### src/rtl/ucsbece154a_datapath_pkg.sv
// ucsbece154a_datapath_pkg
// Encodings shared by the multicycle controller and datapath: ALU operation
// codes, immediate formats, operand/result mux selects and the LUI opcode.
// Also provides the immediate-extend helper used by the datapath.
package ucsbece154a_datapath_pkg;

    localparam int DP_XLEN = 32;

    // ALUControl codes
    localparam logic [2:0] ALU_ADD = 3'b000;
    localparam logic [2:0] ALU_SUB = 3'b001;
    localparam logic [2:0] ALU_AND = 3'b010;
    localparam logic [2:0] ALU_OR  = 3'b011;
    localparam logic [2:0] ALU_SLT = 3'b101;

    // ImmSrc formats
    localparam logic [2:0] IMM_I = 3'b000;
    localparam logic [2:0] IMM_S = 3'b001;
    localparam logic [2:0] IMM_B = 3'b010;
    localparam logic [2:0] IMM_J = 3'b011;
    localparam logic [2:0] IMM_U = 3'b100;

    // ALUSrcA selects
    localparam logic [1:0] SRCA_PC    = 2'b00;
    localparam logic [1:0] SRCA_OLDPC = 2'b01;
    localparam logic [1:0] SRCA_REG   = 2'b10;

    // ALUSrcB selects
    localparam logic [1:0] SRCB_REG  = 2'b00;
    localparam logic [1:0] SRCB_IMM  = 2'b01;
    localparam logic [1:0] SRCB_FOUR = 2'b10;

    // ResultSrc selects
    localparam logic [1:0] RES_ALUOUT    = 2'b00;
    localparam logic [1:0] RES_DATA      = 2'b01;
    localparam logic [1:0] RES_ALURESULT = 2'b10;

    localparam logic [6:0] OP_LUI = 7'b0110111;

    // Unknown formats extend to zero so a stray ImmSrc never produces X.
    function automatic logic [31:0] imm_extend(input logic [31:0] ir, input logic [2:0] sel);
        logic [31:0] imm;
        imm = '0;
        case (sel)
            IMM_I:   imm = {{20{ir[31]}}, ir[31:20]};
            IMM_S:   imm = {{20{ir[31]}}, ir[31:25], ir[11:7]};
            IMM_B:   imm = {{20{ir[31]}}, ir[7], ir[30:25], ir[11:8], 1'b0};
            IMM_J:   imm = {{12{ir[31]}}, ir[19:12], ir[20], ir[30:21], 1'b0};
            IMM_U:   imm = {ir[31:12], 12'b0};
            default: imm = '0;
        endcase
        return imm;
    endfunction

endpackage

### src/rtl/ucsbece154a_datapath_if.sv
// ucsbece154a_datapath_if
// Bundle between the controller/memory side and the datapath.
//   master : controller + memory (drives control strobes and ReadData_i)
//   slave  : datapath (drives Adr_o, WriteData_o, decode fields, zero_o,
//            misalign_o)
interface ucsbece154a_datapath_if;
    import ucsbece154a_datapath_pkg::*;

    logic               PCWrite_i;
    logic               AdrSrc_i;
    logic               IRWrite_i;
    logic [1:0]         ResultSrc_i;
    logic [2:0]         ALUControl_i;
    logic [1:0]         ALUSrcA_i;
    logic [1:0]         ALUSrcB_i;
    logic [2:0]         ImmSrc_i;
    logic               RegWrite_i;
    logic [DP_XLEN-1:0] ReadData_i;
    logic [DP_XLEN-1:0] Adr_o;
    logic [DP_XLEN-1:0] WriteData_o;
    logic [6:0]         op_o;
    logic [2:0]         funct3_o;
    logic               funct7_o;
    logic               zero_o;
    logic               misalign_o;

    modport master (
        output PCWrite_i, AdrSrc_i, IRWrite_i, ResultSrc_i, ALUControl_i,
               ALUSrcA_i, ALUSrcB_i, ImmSrc_i, RegWrite_i, ReadData_i,
        input  Adr_o, WriteData_o, op_o, funct3_o, funct7_o, zero_o, misalign_o
    );

    modport slave (
        input  PCWrite_i, AdrSrc_i, IRWrite_i, ResultSrc_i, ALUControl_i,
               ALUSrcA_i, ALUSrcB_i, ImmSrc_i, RegWrite_i, ReadData_i,
        output Adr_o, WriteData_o, op_o, funct3_o, funct7_o, zero_o, misalign_o
    );

endinterface

### src/rtl/ucsbece154a_rf.sv
// ucsbece154a_rf
// 32x32 register file: two combinational read ports, one synchronous write
// port, synchronous active-high reset clears every entry. x0 reads as zero
// and is never written. A read of the entry being written in the same cycle
// returns the old contents (no bypass).
//   clk, reset      : clock / synchronous reset
//   a1, a2 -> rd1, rd2 : read ports
//   a3, we3, wd3    : write port
module ucsbece154a_rf (
    input  logic        clk,
    input  logic        reset,
    input  logic [4:0]  a1,
    input  logic [4:0]  a2,
    input  logic [4:0]  a3,
    input  logic        we3,
    input  logic [31:0] wd3,
    output logic [31:0] rd1,
    output logic [31:0] rd2
);

    logic [31:0] regs [32];

    always_ff @(posedge clk) begin
        if (reset) begin
            for (int i = 0; i < 32; i++) regs[i] <= '0;
        end else if (we3 && (a3 != 5'd0)) begin
            regs[a3] <= wd3;
        end
    end

    assign rd1 = (a1 == 5'd0) ? '0 : regs[a1];
    assign rd2 = (a2 == 5'd0) ? '0 : regs[a2];

endmodule

### src/rtl/ucsbece154a_datapath.sv
// ucsbece154a_datapath
// Multicycle RV32I datapath driven by the main controller FSM. Holds PC,
// OldPC, IR, Data, A, B, ALUOut, the register file, the extend unit and the
// ALU, and returns op/funct3/funct7/zero to the controller.
//   clk, reset : clock / synchronous active-high reset
//   dp         : control strobes, memory bus and decode/status outputs
// Optional: `define DATAPATH_MISALIGN_CHECK_EN enables the sticky misaligned
// access flag misalign_o; otherwise it is tied low.
module ucsbece154a_datapath
    import ucsbece154a_datapath_pkg::*;
#(
    parameter logic [31:0] RESET_PC = 32'h0000_0000,
    parameter int          XLEN     = 32
) (
    input  logic                   clk,
    input  logic                   reset,
    ucsbece154a_datapath_if.slave  dp
);

    logic [XLEN-1:0] pc, old_pc, ir, data, a, b, alu_out;
    logic [XLEN-1:0] rd1, rd2, imm_ext, src_a, src_b, alu_result, result;
    logic            is_lui;

    always_ff @(posedge clk) begin
        if (reset) begin
            pc      <= RESET_PC;
            old_pc  <= '0;
            ir      <= '0;
            data    <= '0;
            a       <= '0;
            b       <= '0;
            alu_out <= '0;
        end else begin
            if (dp.PCWrite_i) pc <= result;
            if (dp.IRWrite_i) begin
                ir     <= dp.ReadData_i;
                old_pc <= pc;
            end
            data    <= dp.ReadData_i;
            a       <= rd1;
            b       <= rd2;
            alu_out <= alu_result;
        end
    end

    ucsbece154a_rf u_rf (
        .clk   (clk),
        .reset (reset),
        .a1    (ir[19:15]),
        .a2    (ir[24:20]),
        .a3    (ir[11:7]),
        .we3   (dp.RegWrite_i),
        .wd3   (result),
        .rd1   (rd1),
        .rd2   (rd2)
    );

    assign imm_ext = imm_extend(ir, dp.ImmSrc_i);
    assign is_lui  = (ir[6:0] == OP_LUI);

    // LUI bypasses the controller's operand/op choice: the result is the
    // U-immediate itself, so SrcA is zeroed and the ALU passes SrcB through.
    always_comb begin
        src_a = '0;
        case (dp.ALUSrcA_i)
            SRCA_PC:    src_a = pc;
            SRCA_OLDPC: src_a = old_pc;
            SRCA_REG:   src_a = a;
            default:    src_a = '0;
        endcase
        if (is_lui) src_a = '0;

        src_b = '0;
        case (dp.ALUSrcB_i)
            SRCB_REG:  src_b = b;
            SRCB_IMM:  src_b = imm_ext;
            SRCB_FOUR: src_b = 32'd4;
            default:   src_b = '0;
        endcase

        alu_result = src_a + src_b;
        case (dp.ALUControl_i)
            ALU_SUB: alu_result = src_a - src_b;
            ALU_AND: alu_result = src_a & src_b;
            ALU_OR:  alu_result = src_a | src_b;
            ALU_SLT: alu_result = {{(XLEN-1){1'b0}}, ($signed(src_a) < $signed(src_b))};
            default: alu_result = src_a + src_b;
        endcase
        if (is_lui) alu_result = src_b;

        result = '0;
        case (dp.ResultSrc_i)
            RES_ALUOUT:    result = alu_out;
            RES_DATA:      result = data;
            RES_ALURESULT: result = alu_result;
            default:       result = '0;
        endcase
    end

    assign dp.Adr_o       = dp.AdrSrc_i ? result : pc;
    assign dp.WriteData_o = b;
    assign dp.op_o        = ir[6:0];
    assign dp.funct3_o    = ir[14:12];
    assign dp.funct7_o    = ir[30];
    assign dp.zero_o      = (alu_result == '0);

`ifdef DATAPATH_MISALIGN_CHECK_EN
    logic misalign_q;

    // Flags any data-side access or PC load that is not word aligned; stays
    // set until reset so software can poll it after the fact.
    always_ff @(posedge clk) begin
        if (reset) begin
            misalign_q <= 1'b0;
        end else if ((dp.AdrSrc_i && (dp.Adr_o[1:0] != 2'b00)) ||
                     (dp.PCWrite_i && (result[1:0] != 2'b00))) begin
            misalign_q <= 1'b1;
        end
    end

    assign dp.misalign_o = misalign_q;
`else
    assign dp.misalign_o = 1'b0;
`endif

endmodule

### src/flat_wrapper.sv
// flat-port wrapper written by rule: the top's interface ports become plain ports
module ucsbece154a_datapath_flat import ucsbece154a_datapath_pkg::*;
#(
    parameter logic [31:0] RESET_PC = 32'h0000_0000,
    parameter int          XLEN     = 32
)
  (clk, reset, dp_PCWrite_i, dp_AdrSrc_i, dp_IRWrite_i, dp_ResultSrc_i, dp_ALUControl_i, dp_ALUSrcA_i, dp_ALUSrcB_i, dp_ImmSrc_i, dp_RegWrite_i, dp_ReadData_i, dp_Adr_o, dp_WriteData_o, dp_op_o, dp_funct3_o, dp_funct7_o, dp_zero_o, dp_misalign_o);
  ucsbece154a_datapath_if dp_i ();
  input  logic clk;
  input  logic reset;
  input wire logic [$bits(dp_i.PCWrite_i)-1:0] dp_PCWrite_i;
  input wire logic [$bits(dp_i.AdrSrc_i)-1:0] dp_AdrSrc_i;
  input wire logic [$bits(dp_i.IRWrite_i)-1:0] dp_IRWrite_i;
  input wire logic [$bits(dp_i.ResultSrc_i)-1:0] dp_ResultSrc_i;
  input wire logic [$bits(dp_i.ALUControl_i)-1:0] dp_ALUControl_i;
  input wire logic [$bits(dp_i.ALUSrcA_i)-1:0] dp_ALUSrcA_i;
  input wire logic [$bits(dp_i.ALUSrcB_i)-1:0] dp_ALUSrcB_i;
  input wire logic [$bits(dp_i.ImmSrc_i)-1:0] dp_ImmSrc_i;
  input wire logic [$bits(dp_i.RegWrite_i)-1:0] dp_RegWrite_i;
  input wire logic [$bits(dp_i.ReadData_i)-1:0] dp_ReadData_i;
  output wire logic [$bits(dp_i.Adr_o)-1:0] dp_Adr_o;
  output wire logic [$bits(dp_i.WriteData_o)-1:0] dp_WriteData_o;
  output wire logic [$bits(dp_i.op_o)-1:0] dp_op_o;
  output wire logic [$bits(dp_i.funct3_o)-1:0] dp_funct3_o;
  output wire logic [$bits(dp_i.funct7_o)-1:0] dp_funct7_o;
  output wire logic [$bits(dp_i.zero_o)-1:0] dp_zero_o;
  output wire logic [$bits(dp_i.misalign_o)-1:0] dp_misalign_o;
  assign dp_i.PCWrite_i = dp_PCWrite_i;
  assign dp_i.AdrSrc_i = dp_AdrSrc_i;
  assign dp_i.IRWrite_i = dp_IRWrite_i;
  assign dp_i.ResultSrc_i = dp_ResultSrc_i;
  assign dp_i.ALUControl_i = dp_ALUControl_i;
  assign dp_i.ALUSrcA_i = dp_ALUSrcA_i;
  assign dp_i.ALUSrcB_i = dp_ALUSrcB_i;
  assign dp_i.ImmSrc_i = dp_ImmSrc_i;
  assign dp_i.RegWrite_i = dp_RegWrite_i;
  assign dp_i.ReadData_i = dp_ReadData_i;
  assign dp_Adr_o = dp_i.Adr_o;
  assign dp_WriteData_o = dp_i.WriteData_o;
  assign dp_op_o = dp_i.op_o;
  assign dp_funct3_o = dp_i.funct3_o;
  assign dp_funct7_o = dp_i.funct7_o;
  assign dp_zero_o = dp_i.zero_o;
  assign dp_misalign_o = dp_i.misalign_o;
  ucsbece154a_datapath #(.RESET_PC(RESET_PC), .XLEN(XLEN)) u_core (.clk(clk), .reset(reset), .dp(dp_i));
endmodule
### config.mk
export PLATFORM = sky130hd
export DESIGN_NAME = ucsbece154a_datapath_flat
export DESIGN_NICKNAME = d
export VERILOG_FILES = /design/src/rtl/ucsbece154a_datapath_pkg.sv /design/src/rtl/ucsbece154a_datapath_if.sv /design/src/rtl/ucsbece154a_rf.sv /design/src/rtl/ucsbece154a_datapath.sv /design/src/flat_wrapper.sv
export SDC_FILE = /design/constraint.sdc
export NUM_CORES = 2
export LEC_CHECK = 0
export CAP_MARGIN = 20
export CORE_UTILIZATION = 30
export CTS_CLUSTER_DIAMETER = 60
export CTS_CLUSTER_SIZE = 10
export DETAILED_ROUTE_END_ITERATION = 12
export HOLD_SLACK_MARGIN = 0.08
export PLACE_DENSITY = 0.44
export SYNTH_ARGS = -nofsm -noshare
export SYNTH_HDL_FRONTEND = slang
export SYNTH_SLANG_ARGS = --single-unit
### constraint.sdc
create_clock -name clk -period 8.85 [get_ports clk]
set_input_delay 2.655 -clock clk [delete_from_list [all_inputs] [get_ports clk]]
set_output_delay 2.655 -clock clk [all_outputs]
set_load 0.03 [all_outputs]
### Word level (Yosys, flattened, before mapping)

Memories as Yosys holds them, arrays and structs flattened. A register that Yosys moved wholly into a read port is not among the register bits.
Index checks and enable logic that the tools add are counted.

| cells by class | value |
|---|---|
| order comparisons | 1 |
| $add $sub $neg | 2 |
| reduce and logical (&&, ||, !) cells | 12 |
| bitwise operators | 2 |
| multiplexer cells | 16 |
| equality and inequality tests | 15 |

Operator list:

| cell | number |
|---|---|
| $pmux 32 s3 | 3 |
| $pmux 32 s5 | 1 |
| $mux 32 | 4 |
| $pmux 32 s4 | 1 |
| $add 32x32->32 | 1 |
| $and 32x32->32 | 1 |
| $logic_not 32->1 | 1 |
| $lt 32x32->1 | 1 |
| $or 32x32->32 | 1 |
| $reduce_or 32->1 | 1 |
| $sub 32x32->32 | 1 |
| $eq 3x2->1 const B | 4 |
| $logic_not 5->1 | 2 |
| $eq 7x6->1 const B | 1 |
| $eq 2x1->1 const B | 3 |
| $eq 2x2->1 const B | 3 |
| $eq 3x1->1 const B | 2 |
| $eq 3x3->1 const B | 2 |
| $logic_not 2->1 | 3 |
| $mux 1 | 6 |
| $mux 5 | 1 |
| $reduce_bool 5->1 | 1 |
| $reduce_or 2->1 | 2 |
| $logic_not 3->1 | 1 |
| $logic_and 1x1->1 | 1 |

| word-level totals | value |
|---|---|
| logic and storage cells | 54 |
| memories kept | 1 |
| memory bits (writable) | 1,024 |
| input port bits | 50 |
| output and inout bits | 77 |
| flip-flop bits (word level) | 160 |

Memories:

| name | depth | width | rd ports | clocked after memory_dff | wr ports | line | RTL |
|---|---|---|---|---|---|---|---|
| u_core.u_rf.regs | 32 | 32 | 2 | 2 | 32 | ucsbece154a_rf.sv:21 | `logic [31:0] regs [32];` |

### Depth between registers and ports, before layout

| depth | value |
|---|---|
| depth after elaboration | 8 |
| mapped depth | 22 |
| depth with buffers taken out | 18 |

### Modules after synthesis

A second synthesis with hierarchy kept.

| second synthesis, totals | value |
|---|---|
| cells, all modules | 5,449 |
| area total of the unflattened synthesis | 69,228.9 um^2 |

Modules (own cells, without submodules):

| module | instances | cells an instance | area an instance (um^2) |
|---|---|---|---|
| ucsbece154a_rf | 1 | 3,502 | 54,253.3 |
| ucsbece154a_datapath | 1 | 1,947 | 14,975.6 |

### Worst setup path after synthesis

OpenSTA, ideal clock, no wires.

| timing | value |
|---|---|
| path type | in2out |
| from | input dp_ALUSrcA_i[1] |
| to | output dp_zero_o |
| setup slack | -593 ps |
| arrival time | 6,788 ps |
| stages | 18 |
| path through | clkbuf_1 -> clkbuf_1 -> mux2i_1 -> o21ai_0 -> nand2_1 -> ha_1 -> fa_1 -> and2b_1 -> o2111ai_2 -> a21o_1 -> a211oi_2 -> nor3_1 -> mux2i_1 -> o32a_1 -> nor4b_2 -> nand4_1 -> nor4_1 -> and4_1 |

| on the way | value |
|---|---|
| word-level cells in the longest chain between the ends | 7 |
| elaborated cells on any way between the ends | 13 |

RTL lines:

| what | line | RTL |
|---|---|---|
| start: declaration | flat_wrapper.sv:16 | `input wire logic [$bits(dp_i.ALUSrcA_i)-1:0] dp_ALUSrcA_i;` |
| $eq 2x2->1, or another cell as far along | ucsbece154a_datapath.sv:65 | `case (dp.ALUSrcA_i)` |
| $pmux 32 s3 * | ucsbece154a_datapath.sv:65 |  |
| $mux 32 * | ucsbece154a_datapath.sv:71 | `if (is_lui) src_a = '0;` |
| $add 32x32->32, or another cell as far along | -- |  |
| $pmux 32 s4 * | ucsbece154a_datapath.sv:82 | `case (dp.ALUControl_i)` |
| $mux 32 * | ucsbece154a_datapath.sv:89 | `if (is_lui) alu_result = src_b;` |
| $logic_not 32->1 * | ucsbece154a_datapath.sv:105 | `assign dp.zero_o = (alu_result == '0);` |
| end: declaration | flat_wrapper.sv:26 | `output wire logic [$bits(dp_i.zero_o)-1:0] dp_zero_o;` |

Mark *: on every way between the ends. The rest lies on a longest branch, timed or not.

### Worst setup path in the final report

Ends and elaborated chain as after synthesis.

==> impl_results.md <==
* Status: complete, but fails checks
* Failing checks: negative setup slack
* Layout net count at 6,154
* Top-count cell post-synth: nor2_1
* I/O pin total at 127
* # port buffers at between 100 and 150
* Number of vias per cell at 5.67
* Clock power share at roughly 37%
* Area leader, netlist: edfxtp_1
* Share of synthesized registers carrying an async set or reset at 0%
* H-tree depth at 4
* Final Hold Fails at 0
* Initial Utilization at 30.3%
* Clk_skew at 0.0512 ns
* Cells taking the most area after synthesis: edfxtp_1, mux4_2, nor2_1
* Minimum clock period at 9.73 ns
* Die ar. at 224,000 sq um
* Iteration-0 DRC Markers at 6,034
* Crit share post-route at 110%
* Die Y-Extent at 474 um
* Largest net degree at the start of global routing at 89
* Max_cap viols at 0
* Core region area at 220,000 sq um
* Setup TNS at -14.45 ns
* WP data arrival at 7.08 ns
* Total gr overflow at 0
* First-pass GRT wire length at 410 mm
* Routability Congestion at between 0.9 and 1
* Post-synth top cells: nor2_1, edfxtp_1, mux4_2
* Gr usage total at between 20% and 30%
* Mapped Cells at 5,396
* Hold WC Path Type: reg -> reg
* Num rows at 172
* Leakage power at 30.0 nW
* Initial antenna violation count at 18
* Layout cells sized above 1 at 35.1%
* Peak VDD IR at about 0.00023 V
* Fillcell total at 21,006
* CP Max Fanout at 4
* Yosys top cell area share at 46.1%
* Worst setup slack after layout at -0.884 ns
* FF-to-FF setup slack at 2.80 ns
* CTS Sinks at 1,248
* EDFF count, synth at 1,024
* DP HPWL at about 190 mm
* Detailed Route WL at 300 mm
* Die X at 474 um
* Drt pass-1 iters at 6
* R2R depth at 22
* Syn Area/Cell at 12.4 sq um
* Max Buffers Root-to-Sink at 3
* Finished Layout Cells at 9,045
* DR DRC count at 0
* Mapped Area at 66,700 sq um
* Sequential share of power at a little over two fifths
* Clock latency on the worst-skew pair at 0.84 ns
* Hold Crit Depth at 2
* Sequential area share after synthesis at 52.8%
* Switching Share at a little under 30%
* Synth Flop Type: edfxtp_1
* Setup WS pre-CTS at -2.56 ns
* Critical path class: in -> out
* Worst path required time at 6.20 ns
* Hold path endpoint: u_core.old_pc[31]$_SDFFE_PP0P_
* Critical path startpoint category: primary input
* Slew Limit Fails at 0
* CTS Root Cell: clkbuf_16
* Total CTS buffers at 153
* Fin Hold WS at 0.495 ns
* CTS tree: built
* #FFs+latches synth at 1,248
* Int Pwr at 11.3 mW
* Power per cell area at 190 nW/um^2
* Syn. warnings at 0
* Placed Instances at 8,652
* Distinct cells, synth at 107
* Combinational power share at around a fifth
* Vias in the first global route at 50,287
* Vias at 51,253
* F_max at just over 100 MHz
* CP Capture Type: output port
* Slew @ Worst Pin at 1.39 ns
* ANT nets after route at 0
* Setup violators final at 30
* Unrepaired setup endpoints after global routing: yes
* RR Startpoint: u_core.ir[5]$_SDFFE_PP0P_
* WL/cell at between 30 and 40 um
* Area grow syn2layout at 27.1%
* Clk slew on worst S/H paths at approximately 0.050 ns
* Max_slew headroom at 7.31%
* Sw Pwr at ~4.8 mW
* Hold_sp: u_core.old_pc[31]$_SDFFE_PP0P_
* Capturing point of the worst reg2reg path: u_core.u_rf.regs[6][19]$_SDFFCE_PN0P_
[worst max-delay path, cell delays in order]
cell       delay, ns
buf_12          0.11
buf_12          0.14
nor2b_4         0.15
buf_12          0.13
buf_6           0.08
nand2_2         0.04
o21ai_2         0.06
nand2_2         0.09
buf_6           0.16
ha_4            0.17
fa_2            0.35
and2b_2         0.27
o2111ai_4       0.16
a21o_1          0.26
buf_6           0.14
a211oi_4        0.23
buf_12          0.16
nor3_4          0.04
mux2i_1         0.12
o32a_1          0.37
nor4b_2         0.29
nand4_1         0.25
nor4_2          0.20
and4_4          0.30
buf_12          0.13
[what timing repair did]
| item | 4_1_cts | 5_1_grt |
|---|---|---|
| cloned | 4 | 0 |
| setup buffers | 125 | 68 |
| resized for setup | 530 | 226 |
| hold buffers | 0 | 0 |
| setup endpoints to repair | 33 | 33 |
| endpoints found under the hold margin | 0 | 0 |
| pin swaps | 168 | 153 |
[cells in the final DEF (no fill, tap or decap), types with 27 or more instances in the layout]
cell type and count:
a211oi_1 59, nor2_1 1292, ha_4 30, clkbuf_16 155, mux4_2 498, o22ai_1 53
nor3_1 27, nand2_2 63, nor2b_1 43, clkbuf_1 47, buf_6 120, dfxtp_1 214
nand2_1 106, mux2_2 62, a221oi_1 37, a21oi_2 48, buf_12 59, clkdlybuf4s50_1 80
edfxtp_1 1024, mux2i_1 262, o21ai_0 59, o221ai_1 39, ha_1 63, a21oi_1 104
inv_1 97, conb_1 33, buf_4 669, a21oi_4 51
[logic make-up (layout without fill, tap and decap cells)]
kind of cell / count (synthesis) / count (layout) / synth area share (%)
adder cells (fa/ha/maj): 103 / 103 / 1.95
AND/OR/NAND/NOR: 1785 / 1785 / 11.2
AO/OA/AOI/OAI: 760 / 760 / 7.83
buffers and inverters: 642 / 1296 / 3.94
multiplexers: 836 / 836 / 22.0
other: 1 / 38 / 0.00562
XOR/XNOR: 21 / 21 / 0.276
flip-flops: 1248 / 1248 / 52.8
[layout make-up]
cell class / count / area (sq um) / share of cell area (%)
inverters: 113 / 438 / 0.516
well taps: 2958 / 3700 / 4.36
clock buffers: 205 / 4100 / 4.83
repair buffers: 947 / 8660 / 10.2
flip-flops and latches: 1248 / 35300 / 41.6
multi-input cells: 3538 / 32200 / 38.0
clock inverters: 31 / 445 / 0.525
diodes: 5 / 12.5 / 0.0148
[stage by stage]
step	power (mW)	utilization [%]	cell area [sq um]
final	16.1	38.5	84800
after global routing	16.6	38.5	84800
after CTS	16.0	37.9	83600
after detailed placement	9.81	34.4	75800
after global placement	9.81	34.4	75800
after floorplan	8.32	-	67000
[registers in the layout, indices dropped and copies added (netlist names)]
register / count
u_core.a: 32
u_core.alu_out: 32
u_core.data: 32
u_core.dp.WriteData_o: 32
u_core.ir: 32
u_core.old_pc: 32
u_core.pc: 32
u_core.u_rf.regs: 1024
[layer usage]
metal	global-route usage, %	wire (um)
met5	0	55
met4	8.56	10900
met3	4.93	24800
met2	42.4	140000
met1	35.6	125000
[how the worst max path moves through the flow]
stage | startpoint | to | slack (ns) | cells past startpoint
floorplan | dp_ImmSrc_i[0] | dp_zero_o | -0.06 | 19
global placement | dp_ALUSrcB_i[0] | dp_zero_o | -2.73 | 19
detailed placement | dp_ALUSrcB_i[0] | dp_zero_o | -2.56 | 19
CTS | dp_ALUSrcA_i[1] | dp_zero_o | -0.95 | 23
global route | dp_ALUSrcA_i[1] | dp_zero_o | -1.01 | 27
finish | dp_ALUSrcA_i[1] | dp_zero_o | -0.88 | 25
[power groups by stage]
stage                     combinational [mW]  clock, mW  sequential (mW)
after floorplan                         1.50          0             6.83
after global placement                  2.89          0             6.91
after detailed placement                2.89          0             6.92
after CTS                               3.19       6.04             6.81
after global routing                    3.50       6.25             6.83
final                                   3.38       5.94             6.82
Note: power is estimated with default switching activity, not from simulation.
